[config.mk]
export PLATFORM = sky130hd
export DESIGN_NAME = subber_arbiter
export DESIGN_NICKNAME = d
export VERILOG_FILES = /design/src/rtl/subber_arbiter.sv
export SDC_FILE = /design/constraint.sdc
export NUM_CORES = 1
export LEC_CHECK = 0
export ABC_AREA = 1
export CORE_UTILIZATION = 57
export CTS_CLUSTER_SIZE = 10
export DETAILED_ROUTE_END_ITERATION = 16
export GPL_TIMING_DRIVEN = 0
export PLACE_DENSITY = 0.88
export RECOVER_POWER = 50
export SETUP_SLACK_MARGIN = 0.2
export SYNTH_ARGS = -nofsm -noshare
export SYNTH_HDL_FRONTEND = slang
export SYNTH_SLANG_ARGS = --single-unit
export TNS_END_PERCENT = 1
[constraint.sdc]
create_clock -name clk -period 5.2 [get_ports clk]
set_input_delay 1.04 -clock clk [delete_from_list [all_inputs] [get_ports clk]]
set_output_delay 1.04 -clock clk [all_outputs]
set_load 0.05 [all_outputs]
[src/rtl/subber_arbiter.sv]
// subber_arbiter: round-robin arbiter that shares one signed subtractor
// among NUM_REQ requesters and returns A - B tagged with the requester index
// over a valid/ready handshake.

// Shared subtractor: wrapping two's-complement difference, no saturation.
module subber #(
  parameter int ADDER_WIDTH = 10
) (
  input  logic signed [ADDER_WIDTH-1:0] a,
  input  logic signed [ADDER_WIDTH-1:0] b,
  output logic signed [ADDER_WIDTH-1:0] sum
);

  assign sum = a - b;

endmodule

module subber_arbiter #(
  parameter int ADDER_WIDTH = 10,
  parameter int NUM_REQ     = 4,
  localparam int ID_W       = (NUM_REQ > 1) ? $clog2(NUM_REQ) : 1
) (
  input  logic                          clk,
  input  logic                          rst_n,
  input  logic [NUM_REQ-1:0]            req,
  input  logic [NUM_REQ*ADDER_WIDTH-1:0] a_in,
  input  logic [NUM_REQ*ADDER_WIDTH-1:0] b_in,
  output logic [NUM_REQ-1:0]            gnt,
  output logic signed [ADDER_WIDTH-1:0] result,
  output logic [ID_W-1:0]               res_id,
  output logic                          res_valid,
  input  logic                          res_ready,
  output logic                          busy
);

  localparam logic [1:0] IDLE = 2'd0;
  localparam logic [1:0] CALC = 2'd1;
  localparam logic [1:0] HOLD = 2'd2;

  logic [1:0]                   state_p0;
  logic [ID_W-1:0]              ptr;
  logic signed [ADDER_WIDTH-1:0] a_lat_p0;
  logic signed [ADDER_WIDTH-1:0] b_lat_p0;
  logic signed [ADDER_WIDTH-1:0] diff_p1;

  logic                          win_vld;
  logic [ID_W-1:0]               win;
  logic [NUM_REQ-1:0]            win_onehot;
  logic signed [ADDER_WIDTH-1:0] a_sel;
  logic signed [ADDER_WIDTH-1:0] b_sel;
  logic [ID_W-1:0]               ptr_next;
  int                            scan_idx;
  logic [ID_W-1:0]               scan_id;

  // Round-robin scan: first asserted request starting at ptr, wrapping.
  always_comb begin
    win_vld    = 1'b0;
    win        = ptr;
    win_onehot = '0;
    a_sel      = '0;
    b_sel      = '0;
    scan_idx   = 0;
    scan_id    = '0;
    for (int i = 0; i < NUM_REQ; i++) begin
      scan_idx = int'(ptr) + i;
      if (scan_idx >= NUM_REQ) scan_idx = scan_idx - NUM_REQ;
      scan_id = ID_W'(scan_idx);
      if (!win_vld && req[scan_id]) begin
        win_vld = 1'b1;
        win     = scan_id;
        a_sel   = $signed(a_in[scan_id*ADDER_WIDTH +: ADDER_WIDTH]);
        b_sel   = $signed(b_in[scan_id*ADDER_WIDTH +: ADDER_WIDTH]);
      end
    end
    win_onehot[win] = win_vld;
  end

  // Pointer moves to the requester just after the one served.
  assign ptr_next = (res_id == ID_W'(NUM_REQ - 1)) ? '0 : res_id + 1'b1;

  subber #(.ADDER_WIDTH(ADDER_WIDTH)) u_subber (
    .a   (a_lat_p0),
    .b   (b_lat_p0),
    .sum (diff_p1)
  );

  // Control FSM: IDLE grants and latches operands, CALC registers the
  // difference, HOLD presents it until the consumer accepts.
  always_ff @(posedge clk or negedge rst_n) begin
    if (!rst_n) begin
      state_p0  <= IDLE;
      ptr       <= '0;
      a_lat_p0  <= '0;
      b_lat_p0  <= '0;
      gnt       <= '0;
      result    <= '0;
      res_id    <= '0;
      res_valid <= 1'b0;
      busy      <= 1'b0;
    end else begin
      case (state_p0)
        // stage p0: operand latch
        IDLE: begin
          if (win_vld) begin
            a_lat_p0 <= a_sel;
            b_lat_p0 <= b_sel;
            gnt      <= win_onehot;
            res_id   <= win;
            busy     <= 1'b1;
            state_p0 <= CALC;
          end
        end
        // stage p1: registered difference
        CALC: begin
          result    <= diff_p1;
          res_valid <= 1'b1;
          gnt       <= '0;
          state_p0  <= HOLD;
        end
        HOLD: begin
          if (res_ready) begin
            res_valid <= 1'b0;
            ptr       <= ptr_next;
            busy      <= 1'b0;
            state_p0  <= IDLE;
          end
        end
        default: begin
          gnt       <= '0;
          res_valid <= 1'b0;
          busy      <= 1'b0;
          state_p0  <= IDLE;
        end
      endcase
    end
  end

endmodule

==> flow_summary_export.csv <==
group,metric,value,unit
outcome,outcome,"finished with violations",
outcome,violations,"max-capacitance violations, max-slew violations",
yosys,yosysTopAreaCell,"nand2_1",
drt,drt_iter0_drc,866,
yosys,synth_seq_area_share,21.0,%
power,seq_power_share,13.0,%
yosys,synth_top_flop_cell,"dfrtp_1",
finish,final_common_cell,"nand2_1",
clock_network,cts-htree-levels,2,
drt,firstDrtPassIters,8,
clock_network,clkSinkCount,42,
global_routing,grtUsageMet3,8.77,%
sta,finalHoldViolCount,0,
finish,mostFrequentLayoutCells,"nand2_1 (438), nand3_1 (124), clkdlybuf4s50_1 (102)",
power,intPower,1.73,mW
critical_path,worstPathBufferInverterCount,2,
yosys,synth_edf_count,0,
power,power_leakage,3.37,nW
critical_path,path_delay_family,"buffers and inverters",
clock_network,tritoncts,"built",
place,hpwl,13100,µm
power,p_sw_share,60.7,%
yosys,synth_xor_area_share,0.699,%
yosys,synth.area.top_cells,"nand2_1 (33%), dfrtp_1 (21%), nand3_1 (12%), o21ai_0 (9.1%), inv_1 (7.0%)",
clock_network,cts_resized,0,
global_routing,globalRoute.totalOverflow,0,
critical_path,crit_required,5.18,ns
critical_path,critical-path-max-stage-delay,1.58,ns
critical_path,path_max_fanout,39,
drt,finalWirelength,17700,µm
global_routing,met2_usage,63.2,%
sta,clock.fmax,353,MHz
floorplanning,dieArea,0.00917,mm²
finish,fillerInstances,746,
finish,drive_gt1_share,5.07,%
power,comb_power_share,80.8,%
floorplanning,io_pins,105,
sta,setup_tns,0,ns
finish,fin_util,75.1,%
finish,register_area,0.00105,mm²
global_routing,grt_pass1_wl,28000,µm
global_routing,busiest_layer,"met2",
yosys,syn_area,0.00501,mm²
critical_path,worstPathCellList,"clkbuf_1 > clkbuf_1",
yosys,synthMuxAreaShare,0,%
yosys,synth_cell_types,27,
power,power,4.39,mW
clock_network,clock_latency,0.31,ns
drt,drc,0,
floorplanning,fp.dieH,95.8,µm
clock_network,root_buffer,"clkbuf_8",
flow_run,cap_viol_max_count,1,
clock_network,cts-hold-fix-buffers,0,
finish,antenna_cells,0,
sta,fin_skew,0.0127,ns
global_routing,grt_pass1_vias,5880,
clock_network,cts_buffer_depth,2,
hold_path,hold_class,"reg2reg",
power,p_switching,2.67,mW
yosys,netlist_instances,933,
global_routing,antenna_found_initial,0,
place,numPlacedInstances,1143,
power,powerDensity,698,mW/mm²
clock_network,post_cts_buffers,0,
place,gp_congestion,0.993,
critical_path,crit_slowest_cell,"clkbuf_1",
critical_path,startpoint_type,"input pin",
drt,via_count,6605,
sta,timing.hold.ws,0.486,ns
global_routing,met1_usage,52.5,%
finish,syn_to_final_growth,25.6,%
yosys,ys_ff_latch,42,
finish,instances_no_fill,1151,
finish,multi_input_area,0.00331,mm²
drt,routedWlPerCell,15.3,µm
yosys,yosys.area_share.simple,51.7,%
yosys,avgSynthCellArea,5.37,µm²
floorplanning,coreArea,0.00838,mm²
yosys,synth_compound_area_share,10.8,%
drt,ant_nets,0,
yosys,yosys_warnings,0,
sta,finalCritPeriodShare,54.5,%
yosys,synth_nets,1031,
power,vdd_drop_max,0.275,mV
floorplanning,die_w,95.8,µm
yosys,post_synth_fa_ha_maj_area_fraction,2.90,%
sta,worst_slew_pin_slew,2.18,ns
global_routing,grtUsageTotal,39.9,%
sta,finalSetupViolCount,0,
sta,rsz0062_at_grt,"false",
sta,fin_crit,2.84,ns
critical_path,crit_top_cell,"clkbuf_1",
critical_path,cp_data_arrival_time,2.81,ns
floorplanning,start_util,59.8,%
critical_path,worstSetupPathType,"in2async",
yosys,synthArstFlopShare,100,%
sta,slew_violations,40,
global_routing,grt_start_max_net_pins,40,
critical_path,endpoint_kind,"asynchronous set/reset pin",
clock_network,numCtsBuffers,5,
drt,viasPerCell,5.74,
yosys,synth_top_family_by_area,"simple AND/OR/NAND/NOR gates",
yosys,synth_top_cell_area_share,32.8,%
finish,final_nets,1143,
sta,slew-limit-headroom,-45.4,%
place,portBuffers,104,
clock_network,clkTransAtPathRegs,0.09,ns
floorplanning,row_count,33,
power,p_clk_share,6.2,%
Yosys cell counts (2+ instances only):
library cell,instances
a31oi_1,5
inv_1,93
nor2_1,16
or2_2,2
clkbuf_1,22
ha_1,10
a21oi_1,5
nand2_2,8
buf_6,3
nand2_1,438
xor2_1,2
nand4_1,25
buf_1,9
dfrtp_1,42
xnor2_1,2
o21bai_1,2
o21ai_0,91
buf_2,22
nand3_1,124
inv_2,2
buf_4,4
sequential cells by signal, indices dropped and copies added, names as in the netlist:
signal,flops
a_lat_p0,10
b_lat_p0,10
result,10
gnt,4
ptr,2
res_id,2
state_p0,2
busy,1
res_valid,1
stage by stage:
stage,instance area [µm²],setup slack (ns)
floorplan,5010,3.01
global placement,6180,2.05
detailed placement,6200,2.21
CTS,6310,2.51
global route,6290,1.95
finish,6290,2.36
power by group through the flow:
stage	registers [mW]	clock network (mW)	logic (mW)
6_report	0.573	0.271	3.55
5_1_grt	0.590	0.289	3.89
4_1_cts	0.571	0.272	3.44
3_5_place_dp	0.578	0	3.42
3_3_place_gp	0.569	0	3.38
2_1_floorplan	0.767	0	2.27
worst paths after layout:
| kind | startpoint | to | cells past startpoint | slack, ns |
|---|---|---|---|---|
| min in group asynchronous | rst_n | ptr[1] | 1 | 0.53 |
| max in group clk | req[0] | b_lat_p0[2] | 13 | 2.45 |
| worst min register to register | gnt[0] | gnt[0] | 2 | 0.49 |
| worst min-delay path | gnt[0] | gnt[0] | 2 | 0.49 |
| worst max-delay path | rst_n | a_lat_p0[3] | 2 | 2.36 |
| worst max register to register | ptr[0] | a_lat_p0[7] | 12 | 3.05 |
cell families (layout without fill, tap and decap cells):
kind of cell / Yosys count / count (layout)
buffers and inverters: 155 / 268
and+or+nand+nor: 617 / 617
DFF: 42 / 42
adders and majority gates: 11 / 11
xor gates and xnor gates: 4 / 4
AOI/OAI and AO/OA: 104 / 104
routing by layer:
layer,wire length [µm],vias to the layer above
met1,7020,2844
li1,-,3185
met3,2440,77
met4,606,0
met5,0,-
met2,7600,499
layout make-up:
cell class	instances	share of cell area [%]
buffer	60	4.61
tap	105	2.09
clock inverter	3	0.696
sequential	42	16.7
inverter	95	5.67
timing repair buffer	105	16.5
multi-input combinational	736	52.6
clock buffer	5	1.09
Power figures use the tool's default switching activity.
